===== config.mk =====
export PLATFORM = sky130hd
export DESIGN_NAME = square_wave_meter
export DESIGN_NICKNAME = d
export VERILOG_FILES = /design/src/rtl/fpga_clock_pkg.sv /design/src/rtl/edge_sync.sv /design/src/rtl/square_wave_meter.sv
export SDC_FILE = /design/constraint.sdc
export NUM_CORES = 1
export LEC_CHECK = 0
export CELL_PAD_IN_SITES_DETAIL_PLACEMENT = 0
export CELL_PAD_IN_SITES_GLOBAL_PLACEMENT = 1
export CORE_ASPECT_RATIO = 1.75
export CORE_MARGIN = 1
export CORE_UTILIZATION = 37
export CTS_CLUSTER_SIZE = 30
export DETAILED_ROUTE_END_ITERATION = 8
export GPL_TIMING_DRIVEN = 0
export PLACE_DENSITY_LB_ADDON = 0.12
export SYNTH_ARGS = -nofsm -noshare
export SYNTH_HDL_FRONTEND = slang
export SYNTH_SLANG_ARGS = --single-unit

===== constraint.sdc =====
create_clock -name clk -period 2.52 [get_ports clk]
set_input_delay 0.378 -clock clk [delete_from_list [all_inputs] [get_ports clk]]
set_output_delay 0.378 -clock clk [all_outputs]
set_load 0.05 [all_outputs]

===== src/rtl/fpga_clock_pkg.sv =====
// Shared definitions for the clock/waveform measurement blocks: FSM state
// encoding of the square-wave meter and its default loss-of-lock timeout.
package fpga_clock_pkg;

  typedef enum logic {
    WAIT_FIRST = 1'b0,
    MEASURE    = 1'b1
  } meter_state_e;

  // 1 s at 100 MHz without a rising edge drops lock.
  localparam logic [31:0] TIMEOUT_DEFAULT = 32'd100_000_000;

endpackage


===== src/rtl/edge_sync.sv =====
// Two-flop synchronizer for an asynchronous level plus a history flop, giving
// the synchronized level and single-cycle rise/fall strobes.
module edge_sync (
  input  logic clk,
  input  logic rst,
  input  logic din,
  output logic level,
  output logic rise,
  output logic fall
);

  logic s1, s2, s3;

  // s1/s2 resolve metastability, s3 holds the previous synchronized level
  always_ff @(posedge clk) begin
    if (rst) begin
      s1 <= 1'b0;
      s2 <= 1'b0;
      s3 <= 1'b0;
    end else begin
      s1 <= din;
      s2 <= s1;
      s3 <= s2;
    end
  end

  assign level = s2;
  assign rise  = s2 & ~s3;
  assign fall  = ~s2 & s3;

endmodule


===== src/rtl/square_wave_meter.sv =====
// Square-wave meter: measures rising-to-rising period and rising-to-falling
// high time of an asynchronous input in clk cycles, tracks lock and flags a
// timeout when no rising edge arrives within TIMEOUT cycles.
// Optional build macro SQUARE_WAVE_METER_DUTY_EN enables high-time capture;
// without it the fall path is dropped and high_time reads 0.
module square_wave_meter
  import fpga_clock_pkg::*;
#(
  parameter int          CNT_W   = 32,
  parameter logic [31:0] TIMEOUT = TIMEOUT_DEFAULT
) (
  input  logic             clk,
  input  logic             rst,
  input  logic             sw_in,
  output logic [CNT_W-1:0] period,
  output logic [CNT_W-1:0] high_time,
  output logic             meas_valid,
  output logic             locked,
  output logic             timeout
);

  localparam logic [CNT_W-1:0] TIMEOUT_C = CNT_W'(TIMEOUT);
  localparam logic [CNT_W-1:0] CNT_ONE   = CNT_W'(1);

  // Counter increment that sticks at all-ones instead of wrapping.
  function automatic logic [CNT_W-1:0] sat_inc(input logic [CNT_W-1:0] v);
    return (&v) ? v : v + CNT_ONE;
  endfunction

  meter_state_e     state, state_nxt;
  logic [CNT_W-1:0] cnt, cnt_nxt, period_nxt;
  logic             meas_nxt, locked_nxt, timeout_nxt;
  logic             level, rise, fall;
  logic             unused_sync;

  edge_sync u_sync (
    .clk   (clk),
    .rst   (rst),
    .din   (sw_in),
    .level (level),
    .rise  (rise),
    .fall  (fall)
  );

  // FSM state register
  always_ff @(posedge clk) begin
    if (rst) state <= WAIT_FIRST;
    else     state <= state_nxt;
  end

  // Next state, counter and status decode; a rise always beats the timeout
  always_comb begin
    state_nxt   = state;
    cnt_nxt     = sat_inc(cnt);
    period_nxt  = period;
    meas_nxt    = 1'b0;
    locked_nxt  = locked;
    timeout_nxt = 1'b0;
    case (state)
      WAIT_FIRST: begin
        if (rise) begin
          state_nxt = MEASURE;
          cnt_nxt   = CNT_ONE;
        end else if (cnt == TIMEOUT_C) begin
          timeout_nxt = 1'b1;
          cnt_nxt     = CNT_ONE;
        end
      end
      MEASURE: begin
        if (rise) begin
          period_nxt = cnt;
          meas_nxt   = 1'b1;
          locked_nxt = 1'b1;
          cnt_nxt    = CNT_ONE;
        end else if (cnt == TIMEOUT_C) begin
          state_nxt   = WAIT_FIRST;
          timeout_nxt = 1'b1;
          locked_nxt  = 1'b0;
          cnt_nxt     = CNT_ONE;
        end
      end
      default: state_nxt = WAIT_FIRST;
    endcase
  end

  // Interval counter, published period and status strobes
  always_ff @(posedge clk) begin
    if (rst) begin
      cnt        <= '0;
      period     <= '0;
      meas_valid <= 1'b0;
      locked     <= 1'b0;
      timeout    <= 1'b0;
    end else begin
      cnt        <= cnt_nxt;
      period     <= period_nxt;
      meas_valid <= meas_nxt;
      locked     <= locked_nxt;
      timeout    <= timeout_nxt;
    end
  end

`ifdef SQUARE_WAVE_METER_DUTY_EN
  logic [CNT_W-1:0] hi_cnt, hi_nxt, high_nxt;

  // Latch high time on fall; publish it with the period on the next rise.
  // Without an intervening fall the previous hi_cnt is reported again.
  always_comb begin
    hi_nxt   = hi_cnt;
    high_nxt = high_time;
    if (state == MEASURE) begin
      if (fall) hi_nxt   = cnt;
      if (rise) high_nxt = hi_cnt;
    end
  end

  // High-time capture and published high_time registers
  always_ff @(posedge clk) begin
    if (rst) begin
      hi_cnt    <= '0;
      high_time <= '0;
    end else begin
      hi_cnt    <= hi_nxt;
      high_time <= high_nxt;
    end
  end

  assign unused_sync = level;
`else
  assign high_time   = '0;
  assign unused_sync = level ^ fall;
`endif

endmodule


**Yosys cells after proc, flatten, opt, wreduce, memory -nomap -nowiden**

Index checks and enable logic that the tools add are counted.

- Bits in registers: 71
- Input bits: 3
- Output and inout port bits: 67
- Word-level logic and storage cells: 31

- $add $sub $neg: 1
- Equality and inequality tests: 2
- Multiplexer cells: 10
- Bitwise operators: 3
- Reductions and logical operators: 6

Operator list:

| operator | count |
|---|---|
| 32-bit 2-to-1 mux | 3 |
| 32-bit by 1-bit adder with 32-bit output (second input constant) | 1 |
| 32-bit by 27-bit == test with 1-bit output (second input constant) | 1 |
| 32-bit AND reduction | 1 |
| 1-bit 2-to-1 mux | 6 |
| 2-bit AND reduction | 2 |
| 2-bit OR reduction | 2 |
| 3-bit by 2-bit != test with 1-bit output (second input constant) | 1 |
| 1-bit inverter | 2 |
| 1-bit case mux with 2 select lines | 1 |
| 2-bit nonzero test | 1 |
| 1-bit bitwise AND | 1 |

**Logic depth before layout (Yosys ltp)**

- Depth in word-level cells: 4
- Depth in mapped cells: 8
- Mapped depth without buffers: 7

**Modules after synthesis**

From an unflattened synthesis, not the netlist that was laid out.

- Cell total of the unflattened synthesis: 392
- Area total of the unflattened synthesis: 3235.6 um2

By module, submodules not included:

| module | instances | cells each | area an instance (um2) | seq. area each (um2) |
|---|---|---|---|---|
| square_wave_meter | 1 | 384 | 3144.3 | 1361.3 |
| edge_sync | 1 | 8 | 91.3 | 60.1 |

**Least setup slack after synthesis**

Ideal clock, no wire load.

- Path type: register -> register
- From: register cnt[0]
- To: register cnt[12]
- Library setup time: 0.066 ns
- Arrival: 1.822 ns
- Data required time: 2.454 ns
- Slack: 0.632 ns
- Stages on the path, launching flop included: 8
- Path buffers: 2
- Clock period less this slack: 1.888 ns
- Cell sequence: dfxtp_1 -> ha_1 -> and4_1 -> clkbuf_1 -> and3_4 -> buf_6 -> or4_4 -> a21oi_2

- Longest elaborated chain between the ends: 4
- Elaborated cells between the ends (all ways): 7
- Classes of those cells: add/sub (1); eq/ne (2); mux (3); reduce/logical (1)

RTL lines:

| element | line | RTL |
|---|---|---|
| start: declaration | square_wave_meter.sv:31 | `logic [CNT_W-1:0] cnt, cnt_nxt, period_nxt;` |
| start signal: assignment | square_wave_meter.sv:95 | `cnt <= cnt_nxt;` |
| 32-bit by 1-bit adder with 32-bit output | square_wave_meter.sv:27 | `return (&v) ? v : v + CNT_ONE;` |
| 32-bit 2-to-1 mux | square_wave_meter.sv:27 |  |
| 32-bit 2-to-1 mux | square_wave_meter.sv:64, square_wave_meter.sv:75 |  |
| 32-bit 2-to-1 mux | square_wave_meter.sv:61, square_wave_meter.sv:70 |  |

Several ways; a longest one is shown, not always the timed one. The select of a mux whose other input is x is not followed.
A chain may end at the register's enable or synchronous reset.

**Worst setup path after layout**

- From: register cnt[19]
- To: register cnt[8]

- Longest elaborated chain between the ends: 3
- Elaborated cells between the ends (all ways): 5
- Classes of those cells: eq/ne (2); mux (2); reduce/logical (1)

RTL lines:

| element | line |
|---|---|
| 32-bit by 27-bit == test with 1-bit output | square_wave_meter.sv:64, square_wave_meter.sv:75 |
| 32-bit 2-to-1 mux | square_wave_meter.sv:64, square_wave_meter.sv:75 |
| 32-bit 2-to-1 mux | square_wave_meter.sv:61, square_wave_meter.sv:70 |

Several ways; a longest one is shown, not always the timed one.

==> results.py <==
metrics = {
    "run_status": {
        "status": "completed",
    },
    "cts": {
        "cts_htree_levels": 3,
        "ctsHoldBuffers": 0,
        "clockBufferDepth": 2,
        "clock_sinks": 71,
        "cts_resized": 0,
        "cts_tree": "done",
        "post_cts_buffers": 0,
        "clk_latency_ns": 0.34,
        "cts.root.buffer_cell": "clkbuf_16",
        "numCtsBuffers": 9,
        "clk_pin_slew_ns": 0.06,
    },
    "yosys": {
        "ys_warn_count": 0,
        "synthesis.area_um2": 3313,
        "syn-mean-instance-area_um2": 8.283,
        "synth_edf_count": 0,
        "ys_async_sr_fraction": 0,
        "yosys.cell_types.count": 41,
        "netlist_top_cells_count": "nand2_1, dfxtp_1, a21oi_1",
        "synth_cells": 400,
        "seq_area_frac_synth": 0.4290,
        "synth.most_common_cell": "nand2_1",
        "synth_area_leader_cell": "dfxtp_1",
        "synth_seq_cells": 71,
        "yosys.area.top_type_share": 0.4290,
        "synth_ff_type": "dfxtp_1",
        "synth.area.top_cells": "dfxtp_1, nand2_1, buf_4, a21oi_1, xnor2_1",
    },
    "finish": {
        "filler_cell_count": 919,
        "fin_nets": 484,
        "diodes": 0,
        "seqCellArea_um2": 1421,
        "drive_above_1_share": 0.1488,
        "multi_input_area_um2": 1612,
        "area_growth_pct": 27.45,
    },
    "floorplan": {
        "core_area_um2": 8671,
        "die_height_um": 127.2,
        "die_width_um": 73.53,
        "pin_count": 70,
        "dieArea_um2": 9352,
        "start_util": 0.3821,
        "core.rowCount": 45,
    },
    "setup_path": {
        "rr_endpoint": "cnt[8]",
        "cp-start-kind": "flip-flop",
        "required_ns": 2.74,
        "critPathKind": "reg -> reg",
        "reg2reg_from": "cnt[19]",
        "worst_path_max_delay_cell": "or4b_1",
        "reg2reg_slack_ns": 0.33,
        "reg2reg_depth": 6,
        "crit_buf_inv": 1,
        "arrival_ns": 2.41,
        "critPathCaptureType": "flip-flop",
        "crit_family": "simple AND/OR/NAND/NOR gates",
        "path_cells": "or4b_1, nor4_2, nand2_1, nand2_1, buf_4, nor3_1",
        "crit_top_cell": "nand2_1",
        "max_stage_delay_ns": 0.57,
        "worstPathMaxFanout": 10,
    },
    "global_routing": {
        "antenna_found_initial": 0,
        "grt.overflow.total": 0,
        "grt_start_max_net_pins": 13,
        "grt_pass1_wl_um": 13210,
        "grt_usage": 0.1897,
        "grt_pass1_vias": 2641,
    },
    "detailed_routing": {
        "drt_iter0_markers": 119,
        "ant_nets": 0,
        "wl_per_cell_um": 13.83,
        "via_per_inst": 4.814,
        "wl_um": 8309,
        "drc_errors": 0,
        "vias": 2893,
        "drt-pass1-iter-count": 4,
    },
    "place": {
        "io_buffers": 37,
        "gp_congestion": 0.8389,
        "dp_hpwl_um": 6203,
    },
    "sta": {
        "hold_viol": 0,
        "fin_crit_sh": 0.8676,
        "drv_slew": 0,
        "holdWs_ns": 0.4493,
        "fmax_ghz": 0.4574,
        "rsz0062_at_grt": "false",
        "finalSetupTns_ns": 0,
        "worstMarginPinSlew_ns": 0.5738,
        "finalSetupViolCount": 0,
        "finalClockSkew_ns": 0.007865,
        "max-slew-margin-rel": 0.6175,
        "fin_crit_ns": 2.186,
    },
    "hold_path": {
        "whs_path_depth": 1,
        "hold_end": "u_sync.level",
        "hp-start": "u_sync.s1",
        "hold_path_class": "reg -> reg",
    },
    "pwr": {
        "p_leak_nw": 1.517,
        "peakVddDrop_mv": 0.3100,
        "power.density_nw_per_um2": 591.9,
    },
    "run": {
        "drv_cap": 0,
    },
}
==> metrics by stage <==
stage                     setup slack (ns)  power, mW  std cells  cell area (µm²)  utilization
after floorplan                     0.6318      1.341        431             3430            -
after global placement              0.3348      1.360        585             3946       0.4551
after detailed placement            0.3306      1.362        585             3946       0.4551
after CTS                           0.2881      2.530        601             4223       0.4870
after global routing                0.1652      2.595        601             4223       0.4870
final                               0.3336      2.500        601             4223       0.4870
==> cell type report <==
| type | count | share of cell area |
|---|---|---|
| multi-input cells | 298 | 0.3816 |
| flip-flops and latches | 71 | 0.3366 |
| plain buffers | 58 | 0.09037 |
| repair buffers | 37 | 0.08770 |
| clock buffers | 11 | 0.05748 |
| well taps | 117 | 0.03467 |
| clock inverters | 5 | 0.008000 |
| inverters | 4 | 0.003556 |
==> state kept, by name, summed over array words and instances (netlist names) <==
| name | count |
|---|---|
| cnt | 32 |
| period | 32 |
| locked | 1 |
| meas_valid | 1 |
| state | 1 |
| timeout | 1 |
| u_sync.level | 1 |
| u_sync.s1 | 1 |
| u_sync.s3 | 1 |
==> how the worst max path moves through the flow <==
| stage | cells after the start | slack, ns | end | start |
|---|---|---|---|---|
| floorplan | 7 | 0.63 | cnt[12] | cnt[0] |
| global placement | 6 | 0.33 | cnt[4] | cnt[19] |
| detailed placement | 6 | 0.33 | cnt[8] | cnt[19] |
| CTS | 6 | 0.29 | cnt[8] | cnt[19] |
| global route | 7 | 0.17 | cnt[18] | cnt[0] |
| finish | 6 | 0.33 | cnt[8] | cnt[19] |
==> layer usage <==
layer	GRT usage	wire, µm	vias to the layer above
met5	0	0	-
met4	0.1131	304	0
met3	0.03628	318	20
met2	0.3394	4487	74
met1	0.1981	3198	1330
li1	-	-	1469
==> cells by family (layout without fill, tap and decap cells) <==
family | count (synthesis) | in the layout | synth area share
AND/OR/NAND/NOR | 179 | 179 | 0.2727
buffers and inverters | 62 | 115 | 0.1197
AO/OA/AOI/OAI | 62 | 62 | 0.1088
flip-flops | 71 | 71 | 0.4290
adder cells (fa/ha/maj) | 2 | 2 | 0.007552
other | 1 | 32 | 0.001132
multiplexers | 1 | 1 | 0.003021
XOR/XNOR | 22 | 22 | 0.05816
==> cell usage in the layout (no fill, tap or decap), types with 3 or more instances in the layout <==
cell	count
a21oi_1	46
nand3_1	14
nor2_1	30
clkdlybuf4s50_1	37
xor2_1	8
a211oi_1	5
buf_6	3
clkbuf_16	9
dfxtp_1	71
nor3_1	7
nand2_1	77
clkbuf_1	13
nor2b_1	4
xnor2_1	14
and4_1	10
nor4b_1	3
nand4_1	15
o31ai_1	4
inv_1	4
conb_1	32
or4_1	4
buf_2	7
buf_4	35
==> power breakdown <==
part / switching, mW / internal (mW)
combinational: 0.149 / 0.0535
sequential: 0.00645 / 1.13
clock: 0.471 / 0.690
total: 0.626 / 1.87
Note: power is estimated with default switching activity, not from simulation.
